## src/rtl/btn_seq_pkg.sv

```systemverilog
// Shared types and helpers for the button-sequence detector.
// Holds the FSM state encoding and the timer-width helper.
package btn_seq_pkg;

    localparam int STATE_W = 2;

    typedef enum logic [STATE_W-1:0] {
        IDLE  = 2'd0,
        ARM   = 2'd1,
        CHECK = 2'd2,
        COOL  = 2'd3
    } state_e;

    // Bits needed to hold max(arm, cool) - 1, never less than one.
    function automatic int timer_w(input int arm, input int cool);
        int m;
        m = (arm > cool) ? arm : cool;
        return ($clog2(m) < 1) ? 1 : $clog2(m);
    endfunction

endpackage

```

## src/rtl/btn_seq_timer.sv

```systemverilog
// Loadable down-counter shared by the ARM and COOL phases.
// Ports: clk, rst_n, load_i, load_val_i -> zero_o (count == 0).
module btn_seq_timer #(
    parameter int W = 2
) (
    input  logic         clk,
    input  logic         rst_n,
    input  logic         load_i,
    input  logic [W-1:0] load_val_i,
    output logic         zero_o
);

    logic [W-1:0] cnt_q;
    logic [W-1:0] cnt_d;

    // Free-running decrement, parked at zero until the next load.
    always_comb begin
        cnt_d = cnt_q;
        if (load_i) begin
            cnt_d = load_val_i;
        end else if (cnt_q != '0) begin
            cnt_d = cnt_q - W'(1);
        end
    end

    always_ff @(posedge clk or negedge rst_n) begin
        if (!rst_n) begin
            cnt_q <= '0;
        end else begin
            cnt_q <= cnt_d;
        end
    end

    assign zero_o = (cnt_q == '0);

endmodule

```

## src/rtl/btn_seq_detector.sv

```systemverilog
// Button-sequence detector: trigger -> ARM -> CHECK -> COOL pulse shaper.
// Ports: clk, rst_n, b, trig_mask, conf_mask, hit_clr -> outp, busy,
// state_o, hit_cnt. Macro BTN_SYNC_EN adds a 2-flop input synchroniser.
module btn_seq_detector
    import btn_seq_pkg::*;
#(
    parameter int NUM_BTN     = 3,
    parameter int ARM_CYCLES  = 2,
    parameter int COOL_CYCLES = 4,
    parameter int MOD_IDX     = NUM_BTN - 1,
    parameter int CNT_W       = 8
) (
    input  logic               clk,
    input  logic               rst_n,
    input  logic [NUM_BTN-1:0] b,
    input  logic [NUM_BTN-1:0] trig_mask,
    input  logic [NUM_BTN-1:0] conf_mask,
    input  logic               hit_clr,
    output logic               outp,
    output logic               busy,
    output logic [STATE_W-1:0] state_o,
    output logic [CNT_W-1:0]   hit_cnt
);

    localparam int TW = timer_w(ARM_CYCLES, COOL_CYCLES);
    localparam logic [TW-1:0] ARM_LD  = TW'(ARM_CYCLES - 1);
    localparam logic [TW-1:0] COOL_LD = TW'(COOL_CYCLES - 1);
    localparam logic [NUM_BTN-1:0] MOD_BIT = NUM_BTN'(1) << MOD_IDX;

    logic [NUM_BTN-1:0] b_s;

`ifdef BTN_SYNC_EN
    logic [NUM_BTN-1:0] sync1_q;
    logic [NUM_BTN-1:0] sync2_q;

    always_ff @(posedge clk or negedge rst_n) begin
        if (!rst_n) begin
            sync1_q <= '0;
            sync2_q <= '0;
        end else begin
            sync1_q <= b;
            sync2_q <= sync1_q;
        end
    end

    assign b_s = sync2_q;
`else
    assign b_s = b;
`endif

    state_e             state_q, state_d;
    logic [NUM_BTN-1:0] t_q, t_d;
    logic [NUM_BTN-1:0] c_q, c_d;
    logic [CNT_W-1:0]   hit_q, hit_d;
    logic [NUM_BTN-1:0] bm;
    logic               tmr_ld;
    logic [TW-1:0]      tmr_val;
    logic               tmr_zero;
    logic               inc;

    // The modifier never counts as a trigger or confirm button.
    assign bm = b_s & ~MOD_BIT;

    btn_seq_timer #(
        .W (TW)
    ) u_timer (
        .clk        (clk),
        .rst_n      (rst_n),
        .load_i     (tmr_ld),
        .load_val_i (tmr_val),
        .zero_o     (tmr_zero)
    );

    always_comb begin
        state_d = state_q;
        t_d     = t_q;
        c_d     = c_q;
        tmr_ld  = 1'b0;
        tmr_val = '0;
        inc     = 1'b0;
        outp    = 1'b0;
        unique case (state_q)
            IDLE: begin
                if (|(bm & trig_mask)) begin
                    state_d = ARM;
                    t_d     = trig_mask;
                    c_d     = conf_mask;
                    tmr_ld  = 1'b1;
                    tmr_val = ARM_LD;
                end
            end
            ARM: begin
                if (tmr_zero) begin
                    state_d = CHECK;
                    // Modifier held with a live trigger fires one cycle early.
                    outp    = b_s[MOD_IDX] & |(bm & t_q);
                end
            end
            CHECK: begin
                outp = 1'b1;
                if (|(bm & c_q)) begin
                    state_d = COOL;
                    tmr_ld  = 1'b1;
                    tmr_val = COOL_LD;
                    inc     = 1'b1;
                end else begin
                    state_d = IDLE;
                end
            end
            COOL: begin
                if (tmr_zero) begin
                    state_d = IDLE;
                end
            end
            default: state_d = IDLE;
        endcase
    end

    // Clear wins over a same-cycle increment; count saturates.
    always_comb begin
        hit_d = hit_q;
        if (hit_clr) begin
            hit_d = '0;
        end else if (inc && !(&hit_q)) begin
            hit_d = hit_q + CNT_W'(1);
        end
    end

    always_ff @(posedge clk or negedge rst_n) begin
        if (!rst_n) begin
            state_q <= IDLE;
            t_q     <= '0;
            c_q     <= '0;
            hit_q   <= '0;
        end else begin
            state_q <= state_d;
            t_q     <= t_d;
            c_q     <= c_d;
            hit_q   <= hit_d;
        end
    end

    assign busy    = (state_q != IDLE);
    assign state_o = state_q;
    assign hit_cnt = hit_q;

endmodule

```

## config.mk

```make
export PLATFORM = sky130hd
export DESIGN_NAME = btn_seq_detector
export DESIGN_NICKNAME = d
export VERILOG_FILES = /design/src/rtl/btn_seq_pkg.sv /design/src/rtl/btn_seq_timer.sv /design/src/rtl/btn_seq_detector.sv
export SDC_FILE = /design/constraint.sdc
export NUM_CORES = 1
export LEC_CHECK = 0
export CAP_MARGIN = 20
export CORE_ASPECT_RATIO = 0.7
export CORE_UTILIZATION = 44
export CTS_CLUSTER_DIAMETER = 50
export DETAILED_ROUTE_END_ITERATION = 6
export PLACE_DENSITY = 0.72
export SYNTH_ARGS = -nofsm -noshare
export SYNTH_HDL_FRONTEND = slang
export SYNTH_SLANG_ARGS = --single-unit
```

## constraint.sdc

```tcl
create_clock -name clk -period 2 [get_ports clk]
set_input_delay 0.2 -clock clk [delete_from_list [all_inputs] [get_ports clk]]
set_output_delay 0.2 -clock clk [all_outputs]
set_load 0.1 [all_outputs]
```

# Word level (Yosys, flattened, before mapping)
# Cells that the tools add are included.
# Widths: inputs -> output; s select.
# word_totals
ff_bits	18
input_bits	12
out_inout_bits	12
elab_cells	48
# classes
add_sub_neg	2
eq_ne	6
mux	17
n_bitwise	4
n_reduce_logical	14
# ops
operator	n
$mux 8	2
$mux 2	6
$and 2x3->3	3
$reduce_or 3->1	3
$add 8x1->8 const B	1
$pmux 2 s4	1
$reduce_and 8->1	1
$reduce_bool 2->1	4
$ne 2x2->1 const B	3
$mux 1	5
$eq 2x2->1 const B	2
$logic_not 2->1	2
$pmux 1 s2	2
$pmux 2 s2	1
$reduce_and 3->1	1
$eq 2x1->1 const B	1
$reduce_and 2->1	1
$sub 2x1->2 const B	1
$and 1x1->1	1
$logic_and 1x1->1	1
$logic_not 1->1	1

# Longest topological paths before layout
# depth
depth_word	7
depth_mapped	5
ltp_nobuf	5

# Hierarchy
# Synthesis repeated with hierarchy kept, for this count alone.
# hier_totals
hier_cells	86
hier_area_um2	903.4
# modules_own_cells
module	n_inst	cells_per_inst	area_per_inst_um2	seq_area_each_um2
btn_seq_detector	1	74	789.5	350.3
btn_seq_timer	1	12	113.9	50.0

# Worst setup path after synthesis
# Ideal clock, no wire load.
# synth_timing
kind	register -> output
startpoint	register state_q[0] (netlist: state_o[0])
endpoint	output port outp
arrival_time_ns	3.661
required_ns	1.800
path_slack_ns	-1.861
stages_incl_launch_ff	4
n_path_buf	0
path_cell_list	dfrtp_1 inv_1 ha_1 a21boi_0
# synth_between
elab_chain_len	2
word_cells_on_any_way	3
cone_classes	2 x eq/ne; 1 x mux
# synth_lines
element	line_no	source
start: declaration	btn_seq_detector.sv:51	state_e state_q, state_d;
start signal: assignment	btn_seq_detector.sv:136	state_q <= state_d;
$eq 2x2->1 or $eq 2x1->1 (tied branches)	btn_seq_detector.sv:82	unique case (state_q)
$pmux 1 s2 *	btn_seq_detector.sv:82	
end: declaration	btn_seq_detector.sv:19	output logic outp,
# Mark *: on every way between the ends. The rest lies on a longest branch, timed or not.

# Final worst setup path
# Same ends and word-level chain as after synthesis.

==> impl_metrics.toml <==
[global_route]
grt_max_degree = 17
grt_pass1_vias = 734
antenna_found_initial = 0
track_usage_pct = 19.3
grt.overflow.total = 0
grt_pass1_wl_microns = 3460

[outcome]
status = "finished clean"

[sta]
post-route-min-period_ns = 1.84
finalClockSkew_ns = 0.000875
fin_hold_ws_ns = 0.331
setup_slack_ns = 0.162
worst_pin_slew_ns = 0.718
finalMaxSlewViolations = 0
fmax_ghz = 0.544
rsz0062_at_grt = "false"
max_slew_margin_pct = 52.0
hold_viol = 0
fin_setup_tns_ns = 0
setup_viol = 0
fin_crit_sh_pct = 91.9

[finish]
diodes = 0
fillCellCount = 168
finalNonFillerCells = 145
layout-drive-gt1-share_pct = 30.4
area_delta_synth_final_pct = 28.3
final_core_util_pct = 63.7
final_nets = 135

[worst_setup_path]
start_kind = "flip-flop"
startpoint = "state_o[0]"
reg2reg_to = "hit_cnt[0]"
reg2reg_slack_ns = 0.20
end_kind = "output pin"
r2r_cells = 5
endpoint = "outp"
cp_max_fo = 8
worstSetupPathType = "reg -> out"
cp.arrival_ns = 1.64
worstPathRequired_ns = 1.80
r2r_start = "state_o[0]"

[placement]
port_buffers = 21
dp_cells = 142
hpwl_microns = 1650
gp_congestion = 0.857
preCtsSetupSlack_ns = 0.131

[clock_network]
h-tree-depth = 1
clk_latency_ns = 0.29
cts.sinks = 16
cts_tree = "yes"
cts_root_buf = "clkbuf_4"
cts_buffer_depth = 2
numCtsBuffers = 3
clkTransAtPathRegs_ns = 0.09
cts-hold-fix-buffers = 0

[synthesis]
ys_top_cells_by_count = "dfrtp_1 (16), inv_1 (8), ha_1 (6), nand2_1 (6)"
synth_cell_types = 42
ys.flop_type = "dfrtp_1"
synth_top_area_share_pct = 40.7
ys_seq_area_share_pct = 40.7
async_flop_share_pct = 100
yosysWarningCount = 0
synth-seq-cells = 16
yosysMostFrequentCell = "dfrtp_1"
synthTopCellsByArea = "dfrtp_1 (41%), ha_1 (7.6%), mux2_2 (5.7%)"
yosysTopAreaCell = "dfrtp_1"
synth_edf_count = 0
avgSynthCellArea_sq_um = 10.7
synth_nets = 110
syn_inst = 92
netlist_area_sq_um = 985

[power]
powerDensity_nw_per_um2 = 1410
power.leakage_nw = 0.576
vdd_drop_max_v = 0.000757

[route]
ant_nets = 0
drc = 0
wl_per_cell_microns = 14.8
num_vias = 816
drt_first_pass_iters = 4
drt-vias-per-instance = 5.63
route.final.wire_length_microns = 2150
drt_iter0_markers = 25

[floorplanning]
start_util_pct = 49.6
dieHeight_microns = 41.6
ios = 24
fp.dieW_microns = 58.5
die_area_sq_um = 2430
rows = 13
core_sq_um = 1980

[flow_run]
drv_cap = 0

[hold_path]
hp-class = "in -> async"
[worst min-delay path by stage]
stage                      start    endpoint  cells past startpoint
final                      rst_n  state_o[0]                      1
after global routing       rst_n      c_q[0]                      1
after CTS                  rst_n  state_o[0]                      1
after detailed placement  t_q[0]      t_q[0]                      1
after global placement    t_q[0]      t_q[0]                      1
after floorplan            rst_n      c_q[0]                      0
[registers in the layout (all words and copies together) (netlist names)]
name	flops
u_timer.cnt_q	2
t_q	2
hit_cnt	8
c_q	2
state_o	2
[kinds of logic (layout without fill, tap and decap cells)]
kind of cell,Yosys count,count (layout),synth area share [%]
fa+ha+maj,6,6,7.62
buf+inv,9,32,3.56
mux,8,8,8.77
xor+xnor,1,1,0.890
simple gates,24,24,15.1
flops,16,16,40.7
compound gates,28,28,23.4
[per-layer routing]
metal / vias up / global-route usage, % / share of wire [%]
li1: 399 / - / -
met4: 0 / 5.71 / 1.3
met5: - / 0 / 0
met1: 383 / 28.9 / 51
met3: 4 / 6.54 / 5.9
met2: 30 / 25.7 / 42
[where the power goes]
group,internal [W],switching [W],total (W)
registers,0.000424,0.0000937,0.000517
logic,0.000407,0.000690,0.00110
clock network,0.0000702,0.0000994,0.000170
[stage by stage]
stage,total power [W],area (sq um)
CTS,0.00179,1260
global placement,0.00159,1240
floorplan,0.00133,1000
global route,0.00188,1260
detailed placement,0.00161,1240
finish,0.00178,1260
[timing repair]
action	CTS	global route
setup endpoints to repair	0	1
buffers inserted	0	0
gates resized for setup	0	1
[worst max-delay path, stage by stage (launching register included)]
cell and delay, ns:
dfrtp_2 0.44, inv_1 0.13, ha_2 0.28, inv_1 0.14, a21boi_4 0.17, buf_12 0.19
[final cells by class]
type	count	area, sq um	share of cell area (%)
Inverter	8	30.0	2.38
Tap cell	30	37.5	2.97
Multi-Input combinational cell	67	563	44.6
Sequential cell	16	405	32.1
Clock buffer	3	22.5	1.78
Timing Repair Buffer	21	205	16.2
[cell usage in the layout (no fill, tap or decap), types with 3 or more instances in the layout]
| cell | netlist | routed |
|---|---|---|
| a211oi_1 | 3 | 3 |
| clkbuf_4 | 0 | 3 |
| dfrtp_2 | 0 | 4 |
| ha_1 | 6 | 5 |
| dfrtp_1 | 16 | 12 |
| mux2_2 | 5 | 5 |
| a21oi_1 | 5 | 5 |
| buf_4 | 0 | 10 |
| inv_1 | 8 | 8 |
| clkdlybuf4s50_1 | 0 | 9 |
| nand2_1 | 6 | 6 |
| mux2i_1 | 3 | 3 |
No activity file was read; power rests on OpenSTA's default activity.
